`src/rtl/ucomb_cfg_pkg.sv`:
```
// Shared types and constants for the ucomb configuration loader.
// Latency: n/a (definitions only).
// Backpressure: n/a (definitions only).
package ucomb_cfg_pkg;

   localparam int CFG_W_DEF = 23;
   localparam int ADDR_W    = 7;

   localparam logic [CFG_W_DEF-1:0] CFG_ZERO = '0;

   typedef enum logic [1:0] {
      ST_IDLE   = 2'd0,
      ST_SHIFT  = 2'd1,
      ST_PARITY = 2'd2,
      ST_WRITE  = 2'd3
   } state_t;

endpackage

```
`src/rtl/ucomb_cfg_shreg.sv`:
```
// Shadow shift register (MSB first) with bit counter and running parity.
// Latency: a shifted bit is visible in word the cycle after shift_en.
// Backpressure: none; the caller gates shift_en. Parity port exists with UCOMB_CFG_PARITY_EN.
module ucomb_cfg_shreg
   import ucomb_cfg_pkg::*;
#(
   parameter int CFG_W = CFG_W_DEF
) (
   input  logic             clk,
   input  logic             rst,
   input  logic             clr,
   input  logic             shift_en,
   input  logic             bit_in,
   output logic [CFG_W-1:0] word,
`ifdef UCOMB_CFG_PARITY_EN
   output logic             par,
`endif
   output logic             last
);

   localparam int CNT_W = (CFG_W > 1) ? $clog2(CFG_W) : 1;

   logic [CNT_W-1:0] cnt;

   assign last = (cnt == CNT_W'(CFG_W - 1));

   // Shift accepted bits in from the right; counter wraps after the last bit.
   always_ff @(posedge clk) begin
      if (rst) begin
         word <= '0;
         cnt  <= '0;
      end else if (clr) begin
         cnt  <= '0;
      end else if (shift_en) begin
         word <= {word[CFG_W-2:0], bit_in};
         cnt  <= last ? '0 : cnt + 1'b1;
      end
   end

`ifdef UCOMB_CFG_PARITY_EN
   // Running XOR of the bits shifted in since the load started.
   always_ff @(posedge clk) begin
      if (rst || clr) par <= 1'b0;
      else if (shift_en) par <= par ^ bit_in;
   end
`endif

endmodule

```
`src/rtl/ucomb_cfg_loader.sv`:
```
// Serial config loader: assembles a word per cell into staging, commits staging to live atomically.
// Latency: start -> done = CFG_W+2 cycles gap-free (+1 with UCOMB_CFG_PARITY_EN); commit -> cfg_out 1 cycle.
// Backpressure: bit_ready high in SHIFT/PARITY only; bubbles on bit_valid stall the load indefinitely.
module ucomb_cfg_loader
   import ucomb_cfg_pkg::*;
#(
   parameter int NUM_CELLS = 8,
   parameter int CFG_W     = CFG_W_DEF
) (
   input  logic                       clk,
   input  logic                       rst,
   input  logic                       start,
   input  logic [ADDR_W-1:0]          addr,
   input  logic                       bit_valid,
   input  logic                       bit_in,
   output logic                       bit_ready,
   input  logic                       abort,
   input  logic                       commit,
   output logic [NUM_CELLS*CFG_W-1:0] cfg_out,
   output logic                       busy,
   output logic                       done,
   output logic                       err
);

   localparam int                BANK_W      = NUM_CELLS * CFG_W;
   localparam logic [ADDR_W:0]   NUM_CELLS_V = (ADDR_W + 1)'(NUM_CELLS);

   state_t              state;
   logic [ADDR_W-1:0]   addr_q;
   logic [CFG_W-1:0]    word;
   logic                last;
   logic                accept;
   logic                addr_ok;
   logic [BANK_W-1:0]   staging;
   logic [BANK_W-1:0]   staging_nxt;
`ifdef UCOMB_CFG_PARITY_EN
   logic                par;
`endif

   assign accept  = bit_valid & bit_ready & ~abort;
   assign addr_ok = ({1'b0, addr} < NUM_CELLS_V);

   ucomb_cfg_shreg #(.CFG_W(CFG_W)) u_shreg (
      .clk      (clk),
      .rst      (rst),
      .clr      ((state == ST_IDLE) & start),
      .shift_en (accept & (state == ST_SHIFT)),
      .bit_in   (bit_in),
      .word     (word),
`ifdef UCOMB_CFG_PARITY_EN
      .par      (par),
`endif
      .last     (last)
   );

   // Load sequencing; busy/bit_ready/done/err are registered alongside the state.
   always_ff @(posedge clk) begin
      if (rst) begin
         state     <= ST_IDLE;
         addr_q    <= '0;
         busy      <= 1'b0;
         bit_ready <= 1'b0;
         done      <= 1'b0;
         err       <= 1'b0;
      end else begin
         done <= 1'b0;
         err  <= 1'b0;
         case (state)
            ST_IDLE: begin
               if (start) begin
                  if (addr_ok) begin
                     state     <= ST_SHIFT;
                     addr_q    <= addr;
                     busy      <= 1'b1;
                     bit_ready <= 1'b1;
                  end else begin
                     err <= 1'b1;
                  end
               end
            end
            ST_SHIFT: begin
               if (abort) begin
                  state     <= ST_IDLE;
                  busy      <= 1'b0;
                  bit_ready <= 1'b0;
               end else if (accept && last) begin
`ifdef UCOMB_CFG_PARITY_EN
                  state     <= ST_PARITY;
`else
                  state     <= ST_WRITE;
                  bit_ready <= 1'b0;
`endif
               end
            end
`ifdef UCOMB_CFG_PARITY_EN
            ST_PARITY: begin
               if (abort) begin
                  state     <= ST_IDLE;
                  busy      <= 1'b0;
                  bit_ready <= 1'b0;
               end else if (accept) begin
                  bit_ready <= 1'b0;
                  if (par ^ bit_in) begin
                     state <= ST_IDLE;
                     busy  <= 1'b0;
                     err   <= 1'b1;
                  end else begin
                     state <= ST_WRITE;
                  end
               end
            end
`endif
            ST_WRITE: begin
               state <= ST_IDLE;
               busy  <= 1'b0;
               done  <= 1'b1;
            end
            default: begin
               state     <= ST_IDLE;
               busy      <= 1'b0;
               bit_ready <= 1'b0;
            end
         endcase
      end
   end

   // Staging with the WRITE-cycle word merged in, so a coinciding commit writes through.
   always_comb begin
      staging_nxt = staging;
      if (state == ST_WRITE) staging_nxt[int'(addr_q)*CFG_W +: CFG_W] = word;
   end

   // Staging bank update and atomic copy to the live bank on commit.
   always_ff @(posedge clk) begin
      if (rst) begin
         staging <= '0;
         cfg_out <= '0;
      end else begin
         staging <= staging_nxt;
         if (commit) cfg_out <= staging_nxt;
      end
   end

endmodule

```
`config.mk`:
```
export PLATFORM = sky130hd
export DESIGN_NAME = ucomb_cfg_loader
export DESIGN_NICKNAME = d
export VERILOG_FILES = /design/src/rtl/ucomb_cfg_pkg.sv /design/src/rtl/ucomb_cfg_shreg.sv /design/src/rtl/ucomb_cfg_loader.sv
export SDC_FILE = /design/constraint.sdc
export NUM_CORES = 1
export LEC_CHECK = 0
export CAP_MARGIN = 20
export CORE_MARGIN = 4
export CORE_UTILIZATION = 30
export CTS_CLUSTER_SIZE = 12
export DETAILED_ROUTE_END_ITERATION = 16
export RECOVER_POWER = 25
export SLEW_MARGIN = 30
export SYNTH_ARGS = -nofsm -noshare
export SYNTH_HDL_FRONTEND = slang
export SYNTH_SLANG_ARGS = --single-unit
export TNS_END_PERCENT = 100
```
`constraint.sdc`:
```
create_clock -name clk -period 2.73 [get_ports clk]
set_input_delay 0.546 -clock clk [delete_from_list [all_inputs] [get_ports clk]]
set_output_delay 0.546 -clock clk [all_outputs]
set_load 0.05 [all_outputs]
```
==> results.md <==
* First-pass GRT wire length at between 60 and 70 mm
* Design Power at 13.0 mW
* Initial Util at 0.303
* Unrepaired setup endpoints after global routing: yes
* Max-Cap Viols at 0
* Drt first pass iters at 5
* Seq/Total Area, Yosys at 0.552
* Number of remaining DRC errors at 0
* Cell Pwr Density at 682 nW/um2
* Max Fclk at 367 MHz
* Ys async rst share at 0
* Req. time, crit path at 3.12 ns
* Final Hold Viols at 0
* Share of cells above drive strength 1 at 0.0773
* Clk sinks at 409
* Outcome: complete, no violations
* Final setup vio count at 0
* CTS tree: done
* Via count at 11,300
* Clk slew on worst S/H paths at 0.06 ns
* Distinct cells, synth at just over 50
* Non-Filler Instances at 2,384
* Final nets at 1,707
* Largest fanout on the critical path at 23
* Root Buffer: clkbuf_16
* Clock Skew at 0.0147 ns
* Wire length per cell at 18.5 um
* Main flop type after synthesis: dfxtp_1
* Avg Inst Size Synth at 9.78 um2
* Clk Latency, worst-skew pair at between 0.5 and 0.6 ns
* Num CTS Buffers at 45
* I/O pin total at 202
* Placed cells at 2,307
* Pleak at between 7 and 8 nW
* Port bufs at 201
* Syn_nets at roughly 1,500
* Relative slew margins at 0.316
* Largest net degree at the start of global routing at 215
* Antenna fix cells at 0
* DRT iter0 DRCs at 1,003
* VDD IR max at 0.000386 V
* WL final at 44.0 mm
* Fin area at 19,000 um2
* Dpl cell area at 17,600 um2
* Max Slew Vio Count at 0
* Area Overhead vs Synth at 28.4%
* Min-delay worst type: reg -> reg
* Row count at between 80 and 90
* Seq cells post-synth at 409
* Vias in the first global route at 10,900
* Slew @ Worst Pin at 1.03 ns
* Synth Warn # at 0
* Pre-CTS worst setup slack at 0.00000977 ns
* Total global routing overflow at 0
* Die Y at 230 um
* Setup_tns at 0 ns
* Startpoint types: flip-flop
* Die area at approximately 53,000 um2
* Core region area at 48,800 um2
* CTS Hold Bufs at 0
* H-Tree Depth at 2
* Core Util, Final at 0.389
* Post-DP HPWL at between 30 and 40 mm
* Final worst slack at ~0.0028 ns
* GRT Total Usage at 0.161
* Final min period at 2.73 ns
* GP Congestion at 0.863
* Fin Hold WS at between 0.4 and 0.5 ns
* Clock tree buffer depth at 3
* Post-synth EDFFs at 0
* Antenna-violating nets left at 0
* Post-DR vias/cell at about 4.8
* Die width at 230 um
* CP Class: reg -> reg
* Post-Syn Area at 14,800 um2
* Critical Path AT at 3.12 ns
* Critical path endpoint category: flip-flop
* Initial antenna violation count at 2
* Fin crit share at 0.999
* Post-Synthesis Cells at 1,515
* Filler instances at 4,855
## routing by layer
layer	wire (um)	track usage	vias up	share of wire
met2	19200	0.247	321	0.44
met3	2670	0.0406	67	0.061
met1	21000	0.226	5375	0.48
met5	13	0	-	0.00030
met4	1110	0.0440	2	0.025
li1	-	-	5567	-
## where the power goes
part | leakage (nW) | internal, mW | switching [mW] | total (mW)
Clock | 0.695 | 3.45 | 2.38 | 5.83
Combinational | 3.13 | 0.280 | 0.700 | 0.980
Sequential | 3.32 | 6.08 | 0.0743 | 6.16
## worst max-delay path, cell delays in order (launching register included)
cell      delay (ns)
dfxtp_1         0.41
inv_1           0.07
ha_1            0.25
xnor2_2         0.29
nand3_1         0.32
a211oi_4        0.34
buf_12          0.25
mux2i_1         0.49
a211oi_1        0.14
## cells by family after synthesis
family          count (synthesis)  share of synthesized area
simple gates                  544                      0.160
flops                         409                      0.552
compound gates                254                      0.124
mux                           174                      0.118
buf+inv                       124                     0.0383
xor+xnor                        7                    0.00464
fa+ha+maj                       3                    0.00253
## area by class of cell
class | count | area, um2 | share of cell area
inverters | 3 | 11.3 | 0.000592
clock buffers | 68 | 1340 | 0.0702
repair buffers | 249 | 2470 | 0.130
flip-flops and latches | 409 | 8190 | 0.430
clock inverters | 9 | 83.8 | 0.00441
well taps | 664 | 831 | 0.0437
multi-input cells | 982 | 6100 | 0.321
## cell usage after synthesis (11+ instances only)
library cell	n	area [um2]
dfxtp_1	409	8190
nor2_1	331	1240
mux2i_1	174	1740
a211oi_1	147	1100
clkbuf_1	100	375
nand2_1	100	375
a21oi_1	41	205
and3_1	39	244
and2_1	33	206
o21ai_1	23	115
a21o_1	15	113
a22o_1	14	123
buf_6	11	124
## flip-flops by register name (all words and copies together) (netlist names)
| signal | cells |
|---|---|
| cfg_out | 184 |
| done | 1 |
| bit_ready | 1 |
| staging | 184 |
| u_shreg.cnt | 5 |
| busy | 1 |
| state | 2 |
| err | 1 |
| addr_q | 7 |
| u_shreg.word | 23 |
## path summary, 6_finish.rpt
path	startpoint	to	slack [ns]	cells after the start
min reg2reg	cfg_out[70]	cfg_out[70]	0.45	2
max	addr_q[1]	cfg_out[44]	0.003	8
max reg2reg	addr_q[1]	cfg_out[44]	0.003	8
min	cfg_out[70]	cfg_out[70]	0.45	2
## layout by cell type, fill, tap and decap left out, types with 14 or more instances in the layout
cell,n
dfxtp_1,409
nor2_1,329
mux2i_1,172
a211oi_1,147
clkdlybuf4s50_1,125
nand2_1,100
dlygate4sd3_1,74
clkbuf_16,47
a21oi_1,41
and3_1,39
buf_4,37
and2_1,31
o21ai_1,23
a21o_1,15
a22o_1,14
clkbuf_1,14
## repair_timing
item | CTS | global route
endpoints found under the setup margin | 0 | 24
buffers inserted | 0 | 0
resized for setup | 0 | 4
(Power assumes the default switching activity.)
